### src/rtl/divisor_frecuencia_multicanal.sv
// Multi-channel programmable frequency divider.
// Every channel turns the system clock into a 50% square wave whose
// half-period can be rewritten at runtime. It also emits a one-cycle tick
// in the cycle its square wave rises.
module divisor_frecuencia_multicanal #(
  parameter int N_CH       = 4,
  parameter int DIV_W      = 26,
  parameter int RESET_HALF = 5000000,
  localparam int CH_W      = $clog2(N_CH)
) (
  input  logic              clk,
  input  logic              reset,
  input  logic [N_CH-1:0]   en,
  input  logic              sync,
  input  logic              wr_en,
  input  logic [CH_W-1:0]   wr_ch,
  input  logic [DIV_W-1:0]  wr_half,
  output logic [N_CH-1:0]   clk_out,
  output logic [N_CH-1:0]   tick
);

  localparam logic [DIV_W-1:0] ONE  = DIV_W'(1);
  localparam logic [DIV_W-1:0] ZERO = '0;

  logic [DIV_W-1:0] r_half [N_CH];
  logic [DIV_W-1:0] r_cnt  [N_CH];
  logic [N_CH-1:0]  r_clk_out;
  logic [N_CH-1:0]  r_tick;
  logic [N_CH-1:0]  w_wr_hit;

  // Decode which channel a write targets; an index beyond the last channel matches nothing
  always_comb begin
    w_wr_hit = '0;
    for (int i = 0; i < N_CH; i++) begin
      if (wr_en && (wr_ch == CH_W'(i))) begin
        w_wr_hit[i] = 1'b1;
      end
    end
  end

  // Per-channel half-period, phase counter and registered outputs, with priority reset > sync > write > count
  always_ff @(posedge clk) begin
    if (reset) begin
      for (int i = 0; i < N_CH; i++) begin
        r_half[i] <= DIV_W'(RESET_HALF);
        r_cnt[i]  <= ZERO;
      end
      r_clk_out <= '0;
      r_tick    <= '0;
    end else begin
      for (int i = 0; i < N_CH; i++) begin
        if (w_wr_hit[i]) begin
          r_half[i] <= wr_half;
        end
        if (sync || w_wr_hit[i] || (r_half[i] == ZERO)) begin
          r_cnt[i]     <= ZERO;
          r_clk_out[i] <= 1'b0;
          r_tick[i]    <= 1'b0;
        end else if (!en[i]) begin
          r_tick[i] <= 1'b0;
        end else if (r_cnt[i] == (r_half[i] - ONE)) begin
          r_cnt[i]     <= ZERO;
          r_clk_out[i] <= ~r_clk_out[i];
          r_tick[i]    <= ~r_clk_out[i];
        end else begin
          r_cnt[i]  <= r_cnt[i] + ONE;
          r_tick[i] <= 1'b0;
        end
      end
    end
  end

  assign clk_out = r_clk_out;
  assign tick    = r_tick;

endmodule

### config.mk
export PLATFORM = sky130hd
export DESIGN_NAME = divisor_frecuencia_multicanal
export DESIGN_NICKNAME = d
export VERILOG_FILES = /design/src/rtl/divisor_frecuencia_multicanal.sv
export SDC_FILE = /design/constraint.sdc
export NUM_CORES = 1
export LEC_CHECK = 0
export ABC_CLOCK_PERIOD_IN_PS = 5600
export CORE_ASPECT_RATIO = 0.6
export CORE_MARGIN = 2
export CORE_UTILIZATION = 68
export DETAILED_ROUTE_END_ITERATION = 16
export GPL_ROUTABILITY_DRIVEN = 0
export GPL_TIMING_DRIVEN = 0
export PLACE_DENSITY = 0.92
export SYNTH_ARGS = -nofsm -noshare
export SYNTH_HDL_FRONTEND = slang
export SYNTH_SLANG_ARGS = --single-unit
export TNS_END_PERCENT = 30
### constraint.sdc
create_clock -name clk -period 5.6 [get_ports clk]
set_input_delay 1.4 -clock clk [delete_from_list [all_inputs] [get_ports clk]]
set_output_delay 1.4 -clock clk [all_outputs]
set_load 0.01 [all_outputs]
==> impl_metrics.py, run 1 <==
metrics = {
    "status": {
        "status": "finished, final reports clean",
    },
    "global_route": {
        "grt_start_max_net_pins": 27,
        "antenna_found_initial": 1,
        "track_usage": 0.3272,
        "grt_pass1_wl_um": 56460,
        "grt_pass1_vias": 10752,
        "grt_overflow": 0,
    },
    "worst_setup_path": {
        "arrival_ps": 4680,
        "critPathLaunch": "r_half[1][3]",
        "r2r_end": "r_cnt[1][23]",
        "slowest_stage": "nor3_1",
        "ff2ff_setup_slack_ps": 1170,
        "cp_slowest_stage_delay_ps": 760,
        "cp-start-kind": "register",
        "crit_path_end_kind": "register",
        "rr_startpoint": "r_half[1][3]",
        "crit_path_frequent_cell": "nor3_1",
        "cp_cell_sequence": "or4_1 -> nor3_1 -> nand3_1 -> o41ai_1 -> nand4_1 -> nor4_2 -> clkbuf_1 -> nor3_1",
        "path_max_fanout": 10,
        "cp.required_ps": 5850,
        "worstRegToRegCells": 8,
        "path_class": "register to register",
        "crit_end": "r_cnt[1][23]",
    },
    "final_layout": {
        "layout-drive-gt1-share": 0.05213,
        "final_area_um2": 15400,
        "areaGrowthSynthToFinish_pct": 10.45,
        "final_cells": 1731,
        "insertedDiodeCount": 0,
        "finalNetCount": 1490,
    },
    "synthesis": {
        "synthCells": 1378,
        "synth_flop_cell": "edfxtp_1",
        "synth.top_cells.by_count": "edfxtp_1 (208), nor3_1 (147), xnor2_1 (131), nor2_1 (88), xor2_1 (87)",
        "yosysSeqAreaShare": 0.4595,
        "synth_area_um2": 13940,
        "synth_top_area_frac": 0.4480,
        "synthSimpleGateAreaFrac": 0.3009,
        "synth_area_leaders": "edfxtp_1 (45%), xnor2_1 (8.2%), xor2_1 (5.5%), nor3_1 (5.3%), and2_1 (3.5%)",
        "synth_fa_ha_area_frac": 0.009872,
        "yosysMostFrequentCell": "edfxtp_1",
        "synthArstFlopShare": 0,
        "synth_top_family_by_area": "simple AND/OR/NAND/NOR gates",
        "ys_seq_elements": 216,
        "synth.distinct_cells": 77,
        "muxShareOfSynthArea": 0.006013,
        "synth_edf_count": 208,
        "yosys.area.top_type": "edfxtp_1",
        "synth_nets": 1425,
        "synth_compound_gate_area_share": 0.05788,
        "syn_area_per_cell_um2": 10.12,
        "synth-xor-area-share": 0.1386,
        "synth_warnings": 0,
    },
    "timing": {
        "tightest_slew_ps": 1319,
        "max_freq_mhz": 225.5,
        "slew_headroom": 0.1086,
        "clock_skew_ps": 15.41,
        "hold_viol": 0,
        "setup_slack_ps": 1166,
        "period_share": 0.7918,
        "setup_viol": 0,
        "rsz0062_at_grt": "false",
        "min_period_ps": 4434,
        "final_max_slew_viol_count": 0,
        "setup-tns-final_ps": 0,
    },
    "die": {
        "coreArea_um2": 20070,
        "die_height_um": 114.9,
        "num_rows": 40,
        "ios": 44,
        "start_util": 0.6947,
        "die-area_um2": 21700,
        "chipWidth_um": 188.9,
    },
    "route": {
        "vias_per_cell": 6.674,
        "vias": 11553,
        "wirelength_um": 35630,
        "ant_nets": 0,
        "avgRoutedWirePerCell_um": 20.59,
        "drt-initial-drc-count": 1342,
        "dr.pass1.iters": 6,
        "post-route-drc-count": 0,
    },
    "placed_design": {
        "placed_area_um2": 14710,
        "place_inst": 1693,
        "portBuffers": 41,
        "hpwl_um": 26070,
        "place_ws_ps": 1339,
    },
    "clocking": {
        "cts_setup_buffers": 0,
        "cts_tree": "yes",
        "cts.sinks": 216,
        "cts_buffers": 21,
        "htreeDepth": 1,
        "clock_path_buffers": 3,
        "clkLatencyLatePin_ps": 520,
        "clkSlewWorstSetupHoldPaths_ps": 70,
        "cts_resized": 0,
        "cts_root_buffer": "clkbuf_16",
        "ctsHoldBuffers": 0,
    },
    "job": {
        "maxCapViolCount": 0,
    },
    "pwr": {
        "vdd_ir_drop_max_v": 0.0002388,
        "p_per_area_nw_per_um2": 254.5,
        "leakage_nw": 4.889,
    },
    "min_path": {
        "hp-start": "clk_out[3]",
        "hold_class": "register to register",
    },
}
[routing by layer]
metal / vias up / wire length [µm] / track usage / share of wire
met2: 687 / 15530 / 0.4968 / 0.44
li1: 5262 / - / - / -
met5: - / 0 / 0 / 0
met1: 5508 / 14600 / 0.4770 / 0.41
met3: 96 / 4517 / 0.07021 / 0.13
met4: 0 / 978 / 0.09844 / 0.027
[worst max-delay path, delay by kind of cell, from the launching register on]
family                 cells  cell delay, ps
AND/OR/NAND/NOR            6            2470
AO/OA/AOI/OAI              1             760
flip-flops                 1             500
buffers and inverters      1             440
[metrics by stage]
| step | util | hold WS, ps | total power [W] |
|---|---|---|---|
| after floorplan | - | 482.4 | 0.002306 |
| after global placement | 0.7322 | 459.1 | 0.002441 |
| after detailed placement | 0.7331 | 465.1 | 0.002470 |
| after CTS | 0.7670 | 474.7 | 0.003899 |
| after global routing | 0.7673 | 494.5 | 0.004027 |
| final | 0.7673 | 473.2 | 0.003919 |
[layout by cell type, fill, tap and decap left out, types with 13 or more instances in the layout]
| cell | n |
|---|---|
| and4_1 | 14 |
| nand3_1 | 38 |
| or3_1 | 17 |
| edfxtp_1 | 208 |
| clkbuf_16 | 21 |
| or2_2 | 13 |
| inv_1 | 36 |
| xnor2_1 | 131 |
| nor4_1 | 39 |
| o21ai_0 | 14 |
| xor2_1 | 87 |
| nor3b_1 | 16 |
| nand4_1 | 43 |
| clkdlybuf4s50_1 | 41 |
| nor2_1 | 88 |
| nand2b_1 | 46 |
| nand2_1 | 66 |
| and2_1 | 78 |
| or4_1 | 35 |
| nor3_1 | 147 |
| nand3b_1 | 14 |
| clkbuf_1 | 50 |
[kinds of logic (layout without fill, tap and decap cells)]
logic type	after synthesis	count (layout)
adders and majority gates	11	11
DFF	216	216
xor gates and xnor gates	219	219
AOI/OAI and AO/OA	110	110
muxes	8	8
buffers and inverters	93	173
and+or+nand+nor	721	721
[area by class of cell]
cell class	instances	area [µm²]
clock buffer	26	544.3
tap	273	341.6
timing repair buffer	42	425.4
sequential	216	6406
fill	1299	4671
clock inverter	12	135.1
multi-input combinational	1069	7166
inverter	36	135.1
buffer	57	245.2
[flip-flops by register name, indices dropped and copies added, names as in the netlist]
signal   count
r_half     104
r_cnt      104
tick         4
clk_out      4
[power by group]
part           switching, W  internal (W)  leakage (nW)
clock              0.000628      0.000830         0.327
combinational      0.000270      0.000196          2.25
sequential         0.000126       0.00187          2.31
total               0.00102       0.00289          4.89
[worst min-delay path by stage]
stage / to / slack [ps] / cells past startpoint
2_1_floorplan: tick[3] / 480 / 1
3_3_place_gp: tick[3] / 460 / 1
3_5_place_dp: tick[3] / 470 / 1
4_1_cts: tick[3] / 470 / 1
5_1_grt: tick[3] / 490 / 1
6_report: tick[3] / 470 / 1
Power figures use the tool's default switching activity.
==> inputs of run 2 (changes only) <==
- ABC_CLOCK_PERIOD_IN_PS: 5600 -> 4400
- CORE_UTILIZATION: 68 -> 63
- PLACE_DENSITY: 0.92 -> 0.86
- clock period: 5.6 -> 4.4 ns (I/O delays scaled with it)
==> impl_metrics.py, run 2 (synthesis gave the netlist of run 1 again) <==
metrics = {
    "status": {
        "status": "finished, final reports clean",
    },
    "clocking": {
        "clock_path_buffers": 3,
        "htreeDepth": 1,
        "cts_tree": "yes",
        "cts_setup_buffers": 0,
        "clkLatencyLatePin_ps": 530,
        "cts_resized": 0,
        "cts_root_buffer": "clkbuf_16",
        "clkSlewWorstSetupHoldPaths_ps": 70,
        "cts.sinks": 216,
        "ctsHoldBuffers": 0,
        "cts_buffers": 22,
    },
    "global_route": {
        "grt_start_max_net_pins": 27,
        "grt_pass1_wl_um": 57020,
        "grt_pass1_vias": 10670,
        "antenna_found_initial": 0,
        "grt_overflow": 0,
        "track_usage": 0.3072,
    },
    "final_layout": {
        "final_cells": 1746,
        "areaGrowthSynthToFinish_pct": 11.40,
        "mostFrequentLayoutCell": "edfxtp_1",
        "layout-drive-gt1-share": 0.05822,
        "finalNetCount": 1491,
        "final_cell_mix": "edfxtp_1 (208), nor3_1 (146), xnor2_1 (131)",
        "finish.utilization": 0.7105,
        "insertedDiodeCount": 0,
        "largestRegisters": "r_cnt (104), r_half (104)",
    },
    "job": {
        "maxCapViolCount": 0,
    },
    "route": {
        "vias_per_cell": 6.570,
        "dr.pass1.iters": 6,
        "wirelength_um": 35700,
        "vias": 11472,
        "ant_nets": 0,
        "drt-initial-drc-count": 1334,
        "avgRoutedWirePerCell_um": 20.45,
        "post-route-drc-count": 0,
    },
    "die": {
        "die-area_um2": 23380,
        "ios": 44,
        "coreArea_um2": 21860,
        "start_util": 0.6378,
        "die_height_um": 119.2,
        "chipWidth_um": 196.1,
        "num_rows": 42,
    },
    "timing": {
        "tightest_slew_ps": 1311,
        "setup_viol": 0,
        "period_share": 0.9731,
        "hold_viol": 0,
        "setup-tns-final_ps": 0,
        "max_freq_mhz": 233.5,
        "min_period_ps": 4282,
        "clock_skew_ps": 10.29,
        "final_max_slew_viol_count": 0,
        "slew_headroom": 0.1140,
    },
    "worst_setup_path": {
        "path_max_fanout": 10,
        "arrival_ps": 4530,
        "crit_path_end_kind": "register",
        "cp-start-kind": "register",
        "path_class": "register to register",
        "cp.required_ps": 4650,
    },
    "placed_design": {
        "place_inst": 1706,
        "hpwl_um": 26120,
        "portBuffers": 41,
    },
    "min_path": {
        "hold_class": "register to register",
    },
    "pwr": {
        "vdd_ir_drop_max_v": 0.0002580,
        "p_per_area_nw_per_um2": 333.0,
        "leakage_nw": 4.954,
    },
}
run 2: path summary, 6_finish.rpt:
kind             endpoint    startpoint  slack [ps]  cells after the start
max          r_cnt[0][15]  r_half[0][0]         120                     11
min               tick[0]    clk_out[0]         460                      1
max reg2reg  r_cnt[0][15]  r_half[0][0]         120                     11
min reg2reg       tick[0]    clk_out[0]         460                      1
run 2: layout make-up:
class	instances	area (µm²)
Buffer	57	245.2
Timing Repair Buffer	42	425.4
Clock inverter	12	166.4
Multi-Input combinational cell	1069	7191
Sequential cell	216	6406
Fill cell	1575	6330
Clock buffer	28	604.3
Inverter	36	135.1
Tap cell	286	357.8
run 2: layer usage:
metal | up-vias | GRT usage | wire length (µm)
li1 | 5252 | - | -
met3 | 67 | 0.07788 | 4082
met5 | - | 0 | 0
met2 | 650 | 0.4468 | 15180
met1 | 5503 | 0.4630 | 15670
met4 | 0 | 0.07008 | 773
run 2: power breakdown:
part	total, W	switching (W)	internal (W)
logic	0.000593	0.000342	0.000250
registers	0.00254	0.000163	0.00238
clock network	0.00204	0.000828	0.00121
total	0.00517	0.00133	0.00384
run 2: metrics by stage:
step	total power (W)	hold WS, ps	cell area (µm²)	worst slack [ps]
after global placement	0.003113	453.7	14710	196.5
final	0.005171	457.2	15530	118.2
after global routing	0.005322	490.3	15530	-33.01
after floorplan	0.002935	482.4	13940	818.6
after detailed placement	0.003146	462.8	14730	77.88
after CTS	0.005160	461.4	15500	60.16
run 2: worst max-delay path: stages, from the launching register on:
cell and delay [ps]:
edfxtp_1 440, inv_1 110, ha_1 270, or3b_1 390, clkbuf_1 220, or4_1 520, a2111oi_2 580, o211ai_1 160
or4_1 570, nor3_4 410, buf_4 270, nor3_1 70
